**src/rtl/rom_ctrl.sv**
```systemverilog
// Read-only bus slave for the AZ bus: drives a synchronous block-ROM with a
// configurable read latency and answers repeated reads from a one-entry buffer.
module rom_ctrl #(
    parameter int unsigned ADDR_W  = 11,
    parameter int unsigned DATA_W  = 32,
    parameter int unsigned MEM_LAT = 1,
    parameter int unsigned BUF_EN  = 1
) (
    input  logic              clk,
    input  logic              reset,
    input  logic              cs_,
    input  logic              as_,
    input  logic              rw,
    input  logic [ADDR_W-1:0] addr,
    input  logic              flush,
    output logic [DATA_W-1:0] rd_data,
    output logic              rdy_,
    output logic              err_,
    output logic              mem_en,
    output logic [ADDR_W-1:0] mem_addr,
    input  logic [DATA_W-1:0] mem_rd_data
);

    typedef enum logic [1:0] {IDLE, ACCESS, ACK} state_t;

    localparam logic [3:0] LAT = 4'(MEM_LAT);

    state_t              state_q;
    logic [3:0]          cnt_q;
    logic [3:0]          cnt_d;
    logic                wr_q;
    logic                abort_q;
    logic [DATA_W-1:0]   rd_data_q;
    logic                rdy_q;
    logic                err_q;
    logic                mem_en_q;
    logic [ADDR_W-1:0]   mem_addr_q;
    logic                buf_valid_q;
    logic [ADDR_W-1:0]   buf_addr_q;
    logic [DATA_W-1:0]   buf_data_q;

    logic req;
    logic hit;

    always_comb begin
        req   = !cs_ && !as_;
        hit   = (BUF_EN != 0) && buf_valid_q && (addr == buf_addr_q) && !flush;
        cnt_d = cnt_q - 4'd1;
    end

    // rdy_/err_ are registered out of ACK, so the strobe appears one cycle after
    // ACK is entered and the following edge samples the bus again from IDLE.
    always_ff @(posedge clk or negedge reset) begin
        if (!reset) begin
            state_q     <= IDLE;
            cnt_q       <= '0;
            wr_q        <= 1'b0;
            abort_q     <= 1'b0;
            rd_data_q   <= '0;
            rdy_q       <= 1'b1;
            err_q       <= 1'b1;
            mem_en_q    <= 1'b0;
            mem_addr_q  <= '0;
            buf_valid_q <= 1'b0;
            buf_addr_q  <= '0;
            buf_data_q  <= '0;
        end else begin
            mem_en_q <= 1'b0;
            rdy_q    <= 1'b1;
            err_q    <= 1'b1;
            if (flush) buf_valid_q <= 1'b0;
            case (state_q)
                IDLE: begin
                    if (req) begin
                        wr_q    <= !rw;
                        abort_q <= 1'b0;
                        if (!rw) begin
                            state_q <= ACK;
                        end else if (hit) begin
                            rd_data_q <= buf_data_q;
                            state_q   <= ACK;
                        end else begin
                            mem_addr_q <= addr;
                            mem_en_q   <= 1'b1;
                            cnt_q      <= LAT;
                            state_q    <= ACCESS;
                        end
                    end
                end
                ACCESS: begin
                    cnt_q <= cnt_d;
                    if (!req) abort_q <= 1'b1;
                    if (cnt_q == 4'd1) begin
                        // a completing fill overrides a flush on the same edge
                        rd_data_q   <= mem_rd_data;
                        buf_valid_q <= 1'b1;
                        if (BUF_EN != 0) begin
                            buf_addr_q <= mem_addr_q;
                            buf_data_q <= mem_rd_data;
                        end
                        state_q <= (abort_q || !req) ? IDLE : ACK;
                    end
                end
                ACK: begin
                    rdy_q   <= 1'b0;
                    err_q   <= !wr_q;
                    state_q <= IDLE;
                end
                default: state_q <= IDLE;
            endcase
        end
    end

    assign rd_data  = rd_data_q;
    assign rdy_     = rdy_q;
    assign err_     = err_q;
    assign mem_en   = mem_en_q;
    assign mem_addr = mem_addr_q;

endmodule

```
**config.mk**
```make
export PLATFORM = sky130hd
export DESIGN_NAME = rom_ctrl
export DESIGN_NICKNAME = d
export VERILOG_FILES = /design/src/rtl/rom_ctrl.sv
export SDC_FILE = /design/constraint.sdc
export NUM_CORES = 1
export LEC_CHECK = 0
export CAP_MARGIN = 40
export CORE_MARGIN = 8
export CORE_UTILIZATION = 45
export CTS_BUF_LIST = sky130_fd_sc_hd__clkbuf_2
export CTS_CLUSTER_SIZE = 28
export DETAILED_ROUTE_END_ITERATION = 6
export DONT_BUFFER_PORTS = 1
export GPL_TIMING_DRIVEN = 1
export PLACE_DENSITY = 0.69
export SLEW_MARGIN = 20
export SYNTH_ARGS = -nofsm -noshare
export SYNTH_HDL_FRONTEND = slang
export SYNTH_SLANG_ARGS = --single-unit
```
**constraint.sdc**
```tcl
create_clock -name clk -period 2.4 [get_ports clk]
set_clock_uncertainty 0.1 [all_clocks]
set_input_delay 0.6 -clock clk [delete_from_list [all_inputs] [get_ports clk]]
set_output_delay 0.6 -clock clk [all_outputs]
set_load 0.01 [all_outputs]
```
==> results by group, run 1 <==
CTS
  – H-Tree Depth: 3
  – Clk pin slew, worst setup/hold paths: roughly 270 ps
  – Clk_lat worst skew: 530 ps
  – Number of CTS-inserted buffers: 9
  – CTS tree: yes
  – Deepest clock path buffer count: 2
  – CTS root buffer: clkbuf_2
  – Clk sinks: 98

Layout
  – Most frequent cells in the layout: nand2_1 (101), dfrtp_1 (96), mux2_2 (86)
  – Share of cells above drive strength 1: between 30% and 40%
  – Area growth, synth to finish: 8.40%
  – Commonest non-fill, non-tap cell in the layout: nand2_1
  – Final net count: 420

Timing
  – RSZ-0062 raised after global routing: no
  – FMAX: between 400 and 500 MHz
  – Tmin final: 2110 ps
  – Tcrit/Tclk final: 87.9%
  – Least-Margin Pin Slew: 433 ps
  – Worst hold slack: -385 ps
  – Fin. Hold Viols: 98
  – Setup Viol. Count Final: 0
  – Max-slew headroom: 71.2%
  – Final setup TNS: 0 ps
  – Final Max Slew Viols: 0

Worst setup path
  – Worst-path fanout max: 32
  – Worst EP required: 2730 ps
  – Crit Path Class: reg -> reg
  – Worst Setup SP: buf_addr_q[9]
  – R2R Path Start: buf_addr_q[9]
  – Internal reg-to-reg setup slack: 290 ps
  – Worst r2r dst: rd_data[24]
  – Startpoint types: flop
  – Worst setup path end: rd_data[24]
  – Critical path endpoint category: flop
  – Worst R2R Path Depth: 6
  – Worst EP arrival: ~2400 ps

Synthesis
  – Synth unique cells: 30
  – Asr flop ratio synth: between 90% and 100%
  – Seq/Total Area, Yosys: a little under three fifths
  – Synth Register Bits: between 90 and 100
  – Main synth FF type: dfrtp_1
  – Net count of the mapped netlist: 410
  – Synth warn: 0
  – Post-Syn Instances: 359
  – Mapped Area: 0.00430 mm2
  – Syn Area/Cell: 12.0 um2
  – Number of synthesized flops with an enable pin: 0

Global route
  – Number of global-route vias before repair: 2715
  – Initial antenna violation count: 1
  – Largest net degree at the start of global routing: between 90 and 100
  – GRT Total Usage: 14.2%
  – First-pass GRT wire length: 14400 um
  – Grt total ovfl: 0

Flow run
  – Max-cap check violation count: 0

Detailed routing
  – Final wirelength: 8900 um
  – Initial DRT Pass Iterations: 4
  – Via density per instance: roughly 5
  – Total number of vias: 2584
  – Iter 0 DRT Violations: about 110
  – Post-DR wirelength/cell: 17.7 um
  – DRC: 0
  – Post-route ant nets: 0

Floorplan
  – Row count: 35
  – DIE HEIGHT: 114 um
  – Boundary pin count: 95
  – Initial Utilization: roughly 46%
  – Die W: around 110 um
  – Core area: roughly 0.0093 mm2
  – Die area: ~0.013 mm2

Status
  – Outcome: complete, but fails checks
  – Failing checks: hold timing

Placement
  – Detailed placement HPWL: 5990 um
  – # port buffers: 0
  – RD Place Congestion: roughly 0.77

Power and ir drop
  – Overall Power: a little over 0.006 W
  – PwrDens: 1310 mW/mm2
  – Leak: between 2 and 2.5 nW
  – Worst VDD drop: 468 uV

Worst hold path
  – Class of the worst hold path: in -> async
[synth_stat cells, types with 3 or more instances]
library cell,instances,area (um2)
clkbuf_1,6,22.5
nand2_1,101,379
dfrtp_1,96,2400
mux2_2,86,968
buf_2,6,30.0
nand3_1,5,25.0
o21ai_0,4,20.0
nand2b_1,3,18.8
nor4_1,6,37.5
nor2_1,6,22.5
xor2_1,11,96.3
inv_1,4,15.0
buf_6,4,45.0
[registers in the layout (all words and copies together) (netlist names), 2 cells and up]
signal / flops
cnt_q: 4
mem_addr: 11
state_q: 2
buf_data_q: 32
rd_data: 32
buf_addr_q: 11
[layout make-up]
cell class	count	area, um2
inverter	4	15.0
sequential	98	2450
antenna	1	2.50
clock inverter	5	80.1
clock buffer	10	50.0
multi-input combinational	240	1730
tap	129	161
timing repair buffer	16	170
fill	845	4620
[stage by stage]
step                util (%)  cell area (um2)  std cells  setup WS, ps
global route            50.3             4670        503           167
global placement        47.7             4430        477           194
detailed placement      47.7             4430        477           185
finish                  50.3             4670        503           289
floorplan                  -             4300        359           321
CTS                     49.3             4570        493           277
[worst min path at each step]
| stage | start | endpoint | slack (ps) | cells past startpoint |
|---|---|---|---|---|
| after detailed placement | reset | abort_q | 210 | 0 |
| final | reset | mem_addr[7] | -380 | 0 |
| after global placement | reset | abort_q | 210 | 0 |
| after global routing | reset | buf_addr_q[7] | -510 | 0 |
| after CTS | reset | buf_addr_q[4] | -460 | 0 |
| after floorplan | reset | abort_q | 200 | 0 |
[kinds of logic after synthesis]
| kind of cell | synth area share [%] |
|---|---|
| AND/OR/NAND/NOR | 12.5 |
| flip-flops | 57.0 |
| multiplexers | 22.8 |
| buffers and inverters | 2.79 |
| AO/OA/AOI/OAI | 2.12 |
| XOR/XNOR | 2.24 |
| adder cells (fa/ha/maj) | 0.581 |
[repair_timing]
item / 4_1_cts / 5_1_grt
hold buffers: 1 / 9
setup buffers: 0 / 0
resized for setup: 0 / 0
hold endpoints to repair: 100 / 107
[report_power, final]
part	internal, W	switching (W)	leakage [nW]
Combinational	0.00112	0.000910	0.880
Sequential	0.00246	0.000741	1.16
Clock	0.000342	0.000523	0.0756
[metal layers]
metal  routed length (um)  global-route usage, %  share of wire [%]  vias to the layer above
li1                     -                      -                  -                     1226
met1                 3690                   16.6                 41                     1294
met2                 4430                   23.4                 50                       55
met3                  656                   4.97                7.4                        9
met4                  124                   5.32                1.4                        0
met5                    0                      0                  0                        -
[critical path: stages (launching register included)]
cell,delay (ps)
dfrtp_1,450
xor2_1,190
nor4_1,310
nand3_1,170
o21ai_4,170
buf_12,220
mux2_2,360
(Power assumes the default switching activity.)
==> run 2, diff against run 1 <==
--- a/config.mk
+++ b/config.mk
@@ -6,15 +6,18 @@
 export NUM_CORES = 1
 export LEC_CHECK = 0
 export CAP_MARGIN = 40
+export CELL_PAD_IN_SITES_DETAIL_PLACEMENT = 1
+export CELL_PAD_IN_SITES_GLOBAL_PLACEMENT = 2
 export CORE_MARGIN = 8
-export CORE_UTILIZATION = 45
+export CORE_UTILIZATION = 43
 export CTS_BUF_LIST = sky130_fd_sc_hd__clkbuf_2
 export CTS_CLUSTER_SIZE = 28
 export DETAILED_ROUTE_END_ITERATION = 6
 export DONT_BUFFER_PORTS = 1
 export GPL_TIMING_DRIVEN = 1
-export PLACE_DENSITY = 0.69
-export SLEW_MARGIN = 20
+export PLACE_DENSITY = 0.91
+export SLEW_MARGIN = 15
 export SYNTH_ARGS = -nofsm -noshare
 export SYNTH_HDL_FRONTEND = slang
 export SYNTH_SLANG_ARGS = --single-unit
+export TNS_END_PERCENT = 10
==> run 2 against run 1 <==
The flow still finishes with violations (hold timing). Clock power is 11% lower. Final cell count grew 3.0%. Via count is 4.8% higher. Total power is 0.32% higher. First-iteration DRC count grew 20%. Sequential power about the same. Sequential share of layout area fell by 1.0 points. Critical endpoint is now rd_data[21]. Largest power group unchanged.
==> results by group, run 2 (synthesized netlist as in run 1, its figures left out) <==
Timing
  – Final Max Slew Viols: 0
  – Setup Viol. Count Final: 0
  – Fin. Hold Viols: 98
  – Least-Margin Pin Slew: around 410 ps
  – RSZ-0062 raised after global routing: no
  – Final setup TNS: 0 ps
  – Max-slew headroom: 72.7%
  – FMAX: about 460 MHz
  – Tmin final: 2180 ps
  – Worst hold slack: -390 ps
  – Min setup slack post-route: 215 ps
  – Tcrit/Tclk final: around 90%

Worst setup path
  – Worst-path fanout max: 18
  – Worst EP arrival: 2530 ps
  – CP peak stage delay: 460 ps
  – Crit Path Class: reg -> reg
  – Worst EP required: 2750 ps
  – CP delay by family, top: simple AND/OR/NAND/NOR gates
  – Slowest-stage cell, CP: dfrtp_1
  – Critical path endpoint category: flop
  – Worst-path cell chain: inv_1 -> ha_1 -> nor3b_1 -> nand2_2 -> o21ai_4 -> buf_12 -> mux2_2
  – CP bufs+invs: 2
  – Startpoint types: flop

Power and ir drop
  – Worst VDD drop: between 400 and 500 uV
  – Leak: 2.16 nW
  – Overall Power: 0.00612 W
  – PwrDens: about 1300 mW/mm2

Status
  – Outcome: complete, but fails checks
  – Failing checks: hold timing

CTS
  – Clk pin slew, worst setup/hold paths: roughly 250 ps
  – Post-CTS Hold Buffers: 1
  – CTS root buffer: clkbuf_2
  – Deepest clock path buffer count: 2
  – H-Tree Depth: 3
  – Clk_lat worst skew: between 500 and 600 ps
  – CTS tree: yes
  – Post-CTS Setup Bufs: 0
  – Number of CTS-inserted buffers: 9
  – Clk sinks: 98
  – Resize count post-CTS: 0

Global route
  – Largest net degree at the start of global routing: 99
  – First-pass GRT wire length: roughly 16000 um
  – Number of global-route vias before repair: about 2900
  – Initial antenna violation count: 0
  – GRT Total Usage: between 15 and 20%
  – Grt total ovfl: 0
  – Layer with the highest usage: met2
  – Global Route met3 Usage: 5.58%
  – GR Layer Usage met2: a little over a quarter
  – Met1 usage: 17.8%

Placement
  – Detailed placement HPWL: 6920 um
  – RD Place Congestion: roughly 0.73
  – Place WS: 113 ps
  – # port buffers: 0
  – Dpl cells: 484

Layout
  – Area growth, synth to finish: 10.5%
  – Share of cells above drive strength 1: 30.1%
  – Commonest non-fill, non-tap cell in the layout: nand2_1
  – # diodes: 0
  – Most frequent cells in the layout: nand2_1 (101), dfrtp_1 (96), mux2_2 (86)
  – Post-Layout Cell Count: 518
  – Final net count: 431

Detailed routing
  – Initial DRT Pass Iterations: 4
  – Post-route ant nets: 0
  – Final wirelength: about 10000 um
  – Post-DR wirelength/cell: 19.4 um
  – DRC: 0
  – Iter 0 DRT Violations: 127
  – Via density per instance: 5.23
  – Total number of vias: between 2000 and 3000

Floorplan
  – Initial Utilization: 44.2%
  – Die W: roughly 120 um
  – Core area: 0.00973 mm2
  – Die area: 0.0135 mm2
  – Row count: 36
  – Boundary pin count: 95
  – DIE HEIGHT: 116 um

Worst hold path
  – Class of the worst hold path: in -> async

Flow run
  – Max-cap check violation count: 0
[run 2: worst paths after layout]
kind / from / depth (start not counted) / slack [ps] / end
worst max-delay path: cnt_q[1] / 7 / 220 / rd_data[21]
worst min-delay path: reset / 0 / -390 / buf_data_q[25]
worst max register to register: cnt_q[1] / 7 / 220 / rd_data[21]
worst min register to register: wr_q / 1 / 360 / err_
max in group asynchronous: reset / 0 / 2390 / rdy_
min in group clk: mem_rd_data[19] / 1 / 80 / buf_data_q[19]
[run 2: metal layers]
metal  wire length (um)  up-vias
met5                  0        -
met3                828       11
met4                112        0
li1                   -     1243
met1               3970     1391
met2               5120       62
[run 2: worst register-to-register path, cell delays in order (launching register included)]
cell	delay, ps
dfrtp_1	460
inv_1	100
ha_1	130
nor3b_1	280
nand2_2	280
o21ai_4	180
buf_12	200
mux2_2	350
[run 2: power by group]
part	switching, W	internal [W]
registers	0.000765	0.00246
logic	0.000958	0.00116
clock network	0.000525	0.000246
total	0.00225	0.00387
[run 2: final cells by class]
class	count	area, um2
flip-flops and latches	98	2450
multi-input cells	240	1730
fillers	1066	4970
repair buffers	27	285
clock buffers	12	60.1
clock inverters	4	42.5
well taps	133	166
inverters	4	15.0
[run 2: stage by stage]
step / area, um2 / util (%)
2_1_floorplan: 4300 / -
4_1_cts: 4590 / 47.1
6_report: 4760 / 48.9
3_3_place_gp: 4470 / 46.0
3_5_place_dp: 4470 / 46.0
5_1_grt: 4760 / 48.9
==> run 3, diff against run 2 <==
--- a/config.mk
+++ b/config.mk
@@ -14,6 +14,7 @@
 export CTS_CLUSTER_SIZE = 28
 export DETAILED_ROUTE_END_ITERATION = 6
 export DONT_BUFFER_PORTS = 1
+export GPL_ROUTABILITY_DRIVEN = 0
 export GPL_TIMING_DRIVEN = 1
 export PLACE_DENSITY = 0.91
 export SLEW_MARGIN = 15
==> results of run 3 <==
Same layout as run 2: the final DEF is identical, and so are final timing and power.
